File: config.mk
export PLATFORM = sky130hd
export DESIGN_NAME = fifo_uart_tx
export DESIGN_NICKNAME = d
export VERILOG_FILES = /design/src/rtl/fifo_uart_pkg.sv /design/src/rtl/uart_baud_cnt.sv /design/src/rtl/fifo_uart_tx.sv
export SDC_FILE = /design/constraint.sdc
export NUM_CORES = 1
export LEC_CHECK = 0
export CORE_UTILIZATION = 30
export DETAILED_ROUTE_END_ITERATION = 10
export HOLD_SLACK_MARGIN = 0.12
export PLACE_DENSITY_LB_ADDON = 0.3
export SLEW_MARGIN = 0
export SYNTH_ARGS = -nofsm -noshare
export SYNTH_HDL_FRONTEND = slang
export SYNTH_SLANG_ARGS = --single-unit
File: constraint.sdc
create_clock -name rclk -period 1.7 [get_ports rclk]
set_input_delay 0.17 -clock rclk [delete_from_list [all_inputs] [get_ports rclk]]
set_output_delay 0.17 -clock rclk [all_outputs]
set_load 0.1 [all_outputs]
File: src/rtl/fifo_uart_pkg.sv
// Shared types and helpers for the FIFO-draining UART transmitter.
package fifo_uart_pkg;

  typedef enum logic [2:0] {
    IDLE,
    START,
    DATA,
    PARITY,
    STOP
  } tx_state_e;

  localparam int DATA_BITS = 8;

  function automatic int baud_w(input int cpb);
    return (cpb < 2) ? 1 : $clog2(cpb);
  endfunction

endpackage

File: src/rtl/uart_baud_cnt.sv
// Bit-period counter: tick on the last cycle of each bit time.
module uart_baud_cnt
  import fifo_uart_pkg::*;
#(
  parameter int CLKS_PER_BIT = 16
) (
  input  logic clk,
  input  logic rst_n,
  input  logic clr,
  input  logic en,
  output logic tick
);

  localparam int W = baud_w(CLKS_PER_BIT);
  localparam logic [W-1:0] LAST = W'(CLKS_PER_BIT - 1);

  logic [W-1:0] cnt_q, cnt_d;

  assign tick = en & (cnt_q == LAST);

  always_comb begin
    cnt_d = cnt_q;
    if (clr) begin
      cnt_d = '0;
    end else if (en) begin
      cnt_d = tick ? '0 : cnt_q + 1'b1;
    end
  end

  always_ff @(posedge clk or negedge rst_n) begin
    if (!rst_n) begin
      cnt_q <= '0;
    end else begin
      cnt_q <= cnt_d;
    end
  end

endmodule

File: src/rtl/fifo_uart_tx.sv
// Pops bytes from a FWFT FIFO and sends each as a UART frame on txd.
module fifo_uart_tx
  import fifo_uart_pkg::*;
#(
  parameter int CLKS_PER_BIT = 16,
  parameter bit PARITY_EN    = 1'b0
) (
  input  logic        rclk,
  input  logic        rrst_n,
  input  logic        enable,
  input  logic        empty,
  input  logic [7:0]  readData,
  output logic        rinc,
  output logic        txd,
  output logic        busy,
  output logic        frame_done,
  output logic [15:0] tx_count
);

  tx_state_e   state_q, state_d;
  logic [7:0]  shift_q, shift_d;
  logic        par_q, par_d;
  logic [2:0]  bit_q, bit_d;
  logic [15:0] cnt_q, cnt_d;
  logic        txd_q, txd_d;
  logic        busy_q, busy_d;
  logic        tick;
  logic        idle;

  assign idle = (state_q == IDLE);

  // Gated by reset so a held reset can never pop the FIFO.
  assign rinc = rrst_n & idle & enable & ~empty;

  uart_baud_cnt #(
    .CLKS_PER_BIT(CLKS_PER_BIT)
  ) u_baud (
    .clk  (rclk),
    .rst_n(rrst_n),
    .clr  (idle),
    .en   (~idle),
    .tick (tick)
  );

  always_comb begin
    state_d = state_q;
    shift_d = shift_q;
    par_d   = par_q;
    bit_d   = bit_q;
    cnt_d   = cnt_q;
    txd_d   = txd_q;
    unique case (state_q)
      IDLE: begin
        if (rinc) begin
          shift_d = readData;
          par_d   = ^readData;
          cnt_d   = cnt_q + 16'd1;
          bit_d   = '0;
          txd_d   = 1'b0;
          state_d = START;
        end
      end
      START: begin
        if (tick) begin
          txd_d   = shift_q[0];
          state_d = DATA;
        end
      end
      DATA: begin
        if (tick) begin
          shift_d = {1'b0, shift_q[7:1]};
          if (bit_q == 3'(DATA_BITS - 1)) begin
            bit_d   = '0;
            txd_d   = PARITY_EN ? par_q : 1'b1;
            state_d = PARITY_EN ? PARITY : STOP;
          end else begin
            bit_d   = bit_q + 3'd1;
            txd_d   = shift_q[1];
          end
        end
      end
      PARITY: begin
        if (tick) begin
          txd_d   = 1'b1;
          state_d = STOP;
        end
      end
      STOP: begin
        if (tick) begin
          txd_d   = 1'b1;
          state_d = IDLE;
        end
      end
      default: begin
        txd_d   = 1'b1;
        state_d = IDLE;
      end
    endcase
    busy_d = (state_d != IDLE);
  end

  always_ff @(posedge rclk or negedge rrst_n) begin
    if (!rrst_n) begin
      state_q <= IDLE;
      shift_q <= '0;
      par_q   <= 1'b0;
      bit_q   <= '0;
      cnt_q   <= '0;
      txd_q   <= 1'b1;
      busy_q  <= 1'b0;
    end else begin
      state_q <= state_d;
      shift_q <= shift_d;
      par_q   <= par_d;
      bit_q   <= bit_d;
      cnt_q   <= cnt_d;
      txd_q   <= txd_d;
      busy_q  <= busy_d;
    end
  end

  assign txd        = txd_q;
  assign busy       = busy_q;
  assign tx_count   = cnt_q;
  assign frame_done = (state_q == STOP) & tick;

endmodule

## Yosys cells after proc, flatten, opt, wreduce, memory -nomap -nowiden

Index checks and enable logic that the tools add are counted.

- Logic and storage cells: 56
- Bits of input ports: 12
- Flip-flop bits (word level): 36
- Output and inout port bits: 20

- Equality and inequality tests: 10
- Bitwise operators: 7
- Reductions and logical operators: 7
- Muxes and demuxes: 22
- Add/subtract/negate cells: 3

Operator list:

| kind | number |
|---|---|
| 3-bit two-way mux | 9 |
| 16-bit by 1-bit adder with 16-bit output, second input constant | 1 |
| 8-bit two-way mux | 2 |
| 8-bit case mux with 2 select lines | 1 |
| 3-bit case mux with 5 select lines | 1 |
| 4-bit two-way mux | 2 |
| 3-bit by 2-bit equality test with 1-bit output, second input constant | 2 |
| 3-bit equality test, second input constant | 2 |
| 2-bit != test, second input constant | 3 |
| 3-bit case mux with 2 select lines | 1 |
| 1-bit bitwise AND | 5 |
| 1-bit two-way mux | 5 |
| 4-bit by 1-bit adder with 4-bit output, second input constant | 1 |
| 4-bit equality test, second input constant | 1 |
| 1-bit case mux with 4 select lines | 1 |
| 4-bit AND reduction | 1 |
| 3-bit by 1-bit adder with 3-bit output, second input constant | 1 |
| 3-bit by 1-bit equality test with 1-bit output, second input constant | 1 |
| 3-bit logical NOT | 1 |
| 3-bit AND reduction | 1 |
| 3-bit nonzero test | 1 |
| 2-bit by 1-bit != test with 1-bit output, second input constant | 1 |
| 1-bit NOT | 2 |
| 2-bit AND reduction | 1 |
| other kinds (2) | 2 |

## Depth between registers and ports, before layout

- Depth in word-level cells: 7
- Depth in mapped cells: 7
- Gate-level depth less buffers: 6

## Cells and area by module

Synthesis repeated with hierarchy kept, for this count alone.

- Cells, all modules: 169
- Area, all modules: 1769.2 um^2

Modules (own cells, without submodules):

| module | area each (um^2) | cells an instance | times used | sequential area each (um^2) |
|---|---|---|---|---|
| fifo_uart_tx | 1564.0 | 147 | 1 | 802.0 |
| uart_baud_cnt | 205.2 | 22 | 1 | 100.1 |

## Least setup slack after synthesis

Ideal clock, no wire load.

- Path kind: reg2reg
- From: register state_q[0]
- To: register cnt_q[4] (netlist: tx_count[4])
- Library setup time: 0.159 ns
- Arrival: 2.358 ns
- Path buffers: 2
- Stages on the path, launching flop included: 7
- Data required time: 1.541 ns
- Slack: -0.817 ns
- Period minus slack after synthesis: 2.517 ns
- Cells stage by stage: dfrtp_1 -> buf_6 -> or3_1 -> buf_6 -> nor2_2 -> nand4_1 -> xnor2_1

- Word-level cells in the longest chain between the ends: 5

RTL lines:

| what | line | text |
|---|---|---|
| start: declaration | fifo_uart_tx.sv:20 | `tx_state_e state_q, state_d;` |
| start signal: assignment | fifo_uart_tx.sv:112 | `state_q <= state_d;` |
| 3-bit logical NOT | n/a |  |
| 1-bit bitwise AND (3 in a row) | fifo_uart_tx.sv:33 | `assign rinc = rrst_n & idle & enable & ~empty;` |
| net rinc | fifo_uart_tx.sv:13 | `output logic rinc,` |
| 2-bit AND reduction (no source line) | n/a |  |
| end signal: assignment | fifo_uart_tx.sv:116 | `cnt_q <= cnt_d;` |
| end: declaration | fifo_uart_tx.sv:24 | `logic [15:0] cnt_q, cnt_d;` |

The timed path passes the listed nets, and every way through them passes these cells.
A chain may end at the register's enable or synchronous reset.

## Final worst setup path

- From: register state_q[2]
- To: output rinc

- Word-level cells in the longest chain between the ends: 4

RTL lines:

| what | line |
|---|---|
| 3-bit logical NOT | n/a |
| 1-bit bitwise AND (3 in a row) | fifo_uart_tx.sv:33 |
| end: declaration | fifo_uart_tx.sv:13 |

No other way between the ends.

==> out/metrics.json <==
{
  "global_routing": {
    "grt_max_degree": 37,
    "grt_remaining_overflow": 0,
    "wire_length_of_the_first_global_routing_pass_um": 6160,
    "initial_antenna_violation_count": 0,
    "grt_pass1_vias": 1306,
    "grt_use_total_pct": 13.4
  },
  "cts": {
    "clk_transition_reported_paths_ns": 0.07,
    "tritoncts.num_buffers": 5,
    "insertion_delay_ns": 0.29,
    "tritoncts_clock_tree": "yes",
    "post_cts_hold_buffer_count": 0,
    "cts.sink_count": 36,
    "cts-root-buf": "clkbuf_8",
    "htree_num_levels": 2,
    "clk_path_buf_depth": 2
  },
  "synth": {
    "netlist_instances": 157,
    "synth.area.top_cells": "dfrtp_1 52%, xnor2_1 7.9%, nand2_1 5.2%",
    "mappedNetlistNets": 173,
    "yosys.cell_types.count": 35,
    "netlist_top_cells_count": "35 x dfrtp_1, 23 x nand2_1, 16 x nor2_1",
    "synth-edff-count": 0,
    "synth-main-ff-cell": "dfrtp_1",
    "synthMostInstantiatedCell": "dfrtp_1",
    "post_synth_instance_area_um2": 1670,
    "yosysTopAreaCellShare_pct": 52.4,
    "yosys_warns": 0,
    "part_of_the_yosys_area_used_for_sequential_elements_pct": 54.0,
    "synthArstFlopShare_pct": 100,
    "netlist.top_cell.by_area": "dfrtp_1",
    "avgSynthCellArea_um2": 10.6,
    "synth.ff_latch_count": 36
  },
  "worst_setup_path": {
    "critPathMaxFanout": 3,
    "criticalPathCategory": "flop to primary output",
    "timing.critical_path.slowest_cell_delay_ns": 0.38,
    "crit_required_ns": 1.53,
    "cp_data_arrival_time_ns": 1.56,
    "crit_chain": "or3_1, buf_6, nor2_4, buf_6, buf_12",
    "cp-start-kind": "flop",
    "cp_common_cell": "buf_6",
    "cp-end-kind": "primary output",
    "r2r_slack_ns": 0,
    "critPathSlowestCell": "or3_1"
  },
  "routing": {
    "routedWlPerCell_um": 12.7,
    "detail_route.first_pass.iterations": 4,
    "route.antenna.remaining_nets": 0,
    "drt_drc_violations_left": 0,
    "total_wirelength_um": 3540,
    "via_per_inst": 4.74,
    "drtIter0Drc": 65,
    "dr_total_vias": 1326
  },
  "power": {
    "leakage_nw": 1.03,
    "cellPowerDensity_nw_per_um2": 1280,
    "fin_total_pwr_w": 0.00327,
    "vdd.ir_drop.worst_mv": 0.537
  },
  "worst_hold_path": {
    "hp_class": "primary input to async pin"
  },
  "sta": {
    "setup_viol": 1,
    "least_margin_pin_slew_ns": 0.462,
    "report.final.slew_viol_count": 0,
    "fmax_mhz": 580,
    "rsz0062_at_grt": "yes",
    "final.min_clock_period_ns": 1.73,
    "setup_ws_ns": -0.0251,
    "skew_ns": 0.00884,
    "min_period_over_period_pct": 101,
    "timing.final.hold_violations": 0,
    "final.hold.worst_slack_ns": 0.344,
    "timing.slew.headroom_pct": 69.2
  },
  "placement": {
    "port_buffers": 31,
    "post_detail_place_hpwl_um": 2430,
    "dpl_worst_slack_ns": -0.0305,
    "gp_congestion": 0.708
  },
  "finish": {
    "antenna_diode_instance_count": 0,
    "design.final.nets": 225,
    "synthToLayoutAreaGrowth_pct": 53.6,
    "layout-drive-gt1-share_pct": 36.7
  },
  "run_status": {
    "failed_checks": "setup timing",
    "status": "finished, violations left"
  },
  "floorplan": {
    "design.die.area_um2": 5870,
    "fp.dieH_um": 76.6,
    "die_width_um": 76.6,
    "core_region_area_um2": 5240,
    "rows": 26,
    "number_of_placed_i_o_pins": 32,
    "start_util_pct": 31.9
  },
  "run": {
    "cap_violations": 0
  }
}
[power breakdown]
| group | leakage, nW | internal (W) | total (W) | switching, W |
|---|---|---|---|---|
| Sequential | 0.434 | 0.00110 | 0.00130 | 0.000207 |
| Combinational | 0.542 | 0.000533 | 0.00131 | 0.000777 |
| Clock | 0.0515 | 0.000370 | 0.000661 | 0.000291 |
[per-layer routing]
layer	global-route usage, %	vias up	wire length [µm]
met5	0	-	0
met4	4.04	0	53
met3	5.39	7	209
met2	20.5	38	1660
met1	17.1	631	1620
li1	-	650	-
[layout make-up]
type,count,area [µm²]
repair buffers,51,659
fillers,458,2670
inverters,3,11.3
clock buffers,8,100
multi-input cells,112,778
flip-flops and latches,36,931
well taps,70,87.6
[placed cells by master, fill, tap and decap left out, types with 3 or more instances in the layout]
cell type / Yosys / final
a21oi_1: 4 / 4
a31oi_1: 7 / 7
a32o_1: 3 / 3
buf_12: 0 / 19
buf_4: 1 / 18
buf_6: 2 / 3
clkbuf_8: 0 / 7
clkdlybuf4s50_1: 0 / 11
dfrtp_1: 35 / 22
dfrtp_2: 0 / 8
dfrtp_4: 0 / 5
ha_1: 4 / 3
inv_1: 3 / 3
nand2_1: 23 / 22
nand3_2: 0 / 5
nand4_1: 7 / 7
nor2_1: 16 / 14
nor2_4: 0 / 3
xnor2_1: 15 / 15
[kinds of logic after synthesis]
logic type,Yosys count,share of synthesized area [%]
AND/OR/NAND/NOR,66,19.7
flip-flops,36,54.0
AO/OA/AOI/OAI,23,9.96
XOR/XNOR,17,8.91
buffers and inverters,9,3.22
adder cells (fa/ha/maj),5,3.59
multiplexers,1,0.674
[state kept, by name, indices dropped and copies added, names as in the netlist]
| name | cells |
|---|---|
| bit_q | 3 |
| u_baud.cnt_q | 4 |
| shift_q | 8 |
| busy | 1 |
| txd | 1 |
| tx_count | 16 |
| state_q | 3 |
[final timing paths]
path / start / endpoint / cells after the start
setup / recovery: state_q[2] / rinc / 5
hold / removal: rrst_n / u_baud.cnt_q[2] / 2
setup reg to reg: state_q[2] / tx_count[9] / 7
hold reg to reg: tx_count[15] / tx_count[15] / 1
max in group asynchronous: rrst_n / tx_count[2] / 2
min in group rclk: readData[4] / shift_q[4] / 3
[metrics by stage]
| stage | std cells | setup TNS (ns) | utilization (%) | area, µm² |
|---|---|---|---|---|
| finish | 280 | -0.0251 | 49.0 | 2570 |
| global route | 280 | -0.401 | 49.0 | 2570 |
| CTS | 278 | -0.103 | 48.0 | 2510 |
| detailed placement | 266 | -0.0416 | 45.1 | 2360 |
| global placement | 266 | -0.0124 | 45.1 | 2360 |
| floorplan | 157 | -2.64 | - | 1710 |
[critical path: cells and delay by family, from the launching register on]
family / cells / cell delay (ns)
simple gates: 2 / 0.49
buf+inv: 3 / 0.42
flops: 1 / 0.37
[timing repair]
item / in CTS / in global routing
cloned: 0 / 0
buffers inserted: 4 / 2
setup endpoints to repair: 2 / 22
resized for setup: 7 / 8
pin swaps: 2 / 3
(Power assumes the default switching activity.)
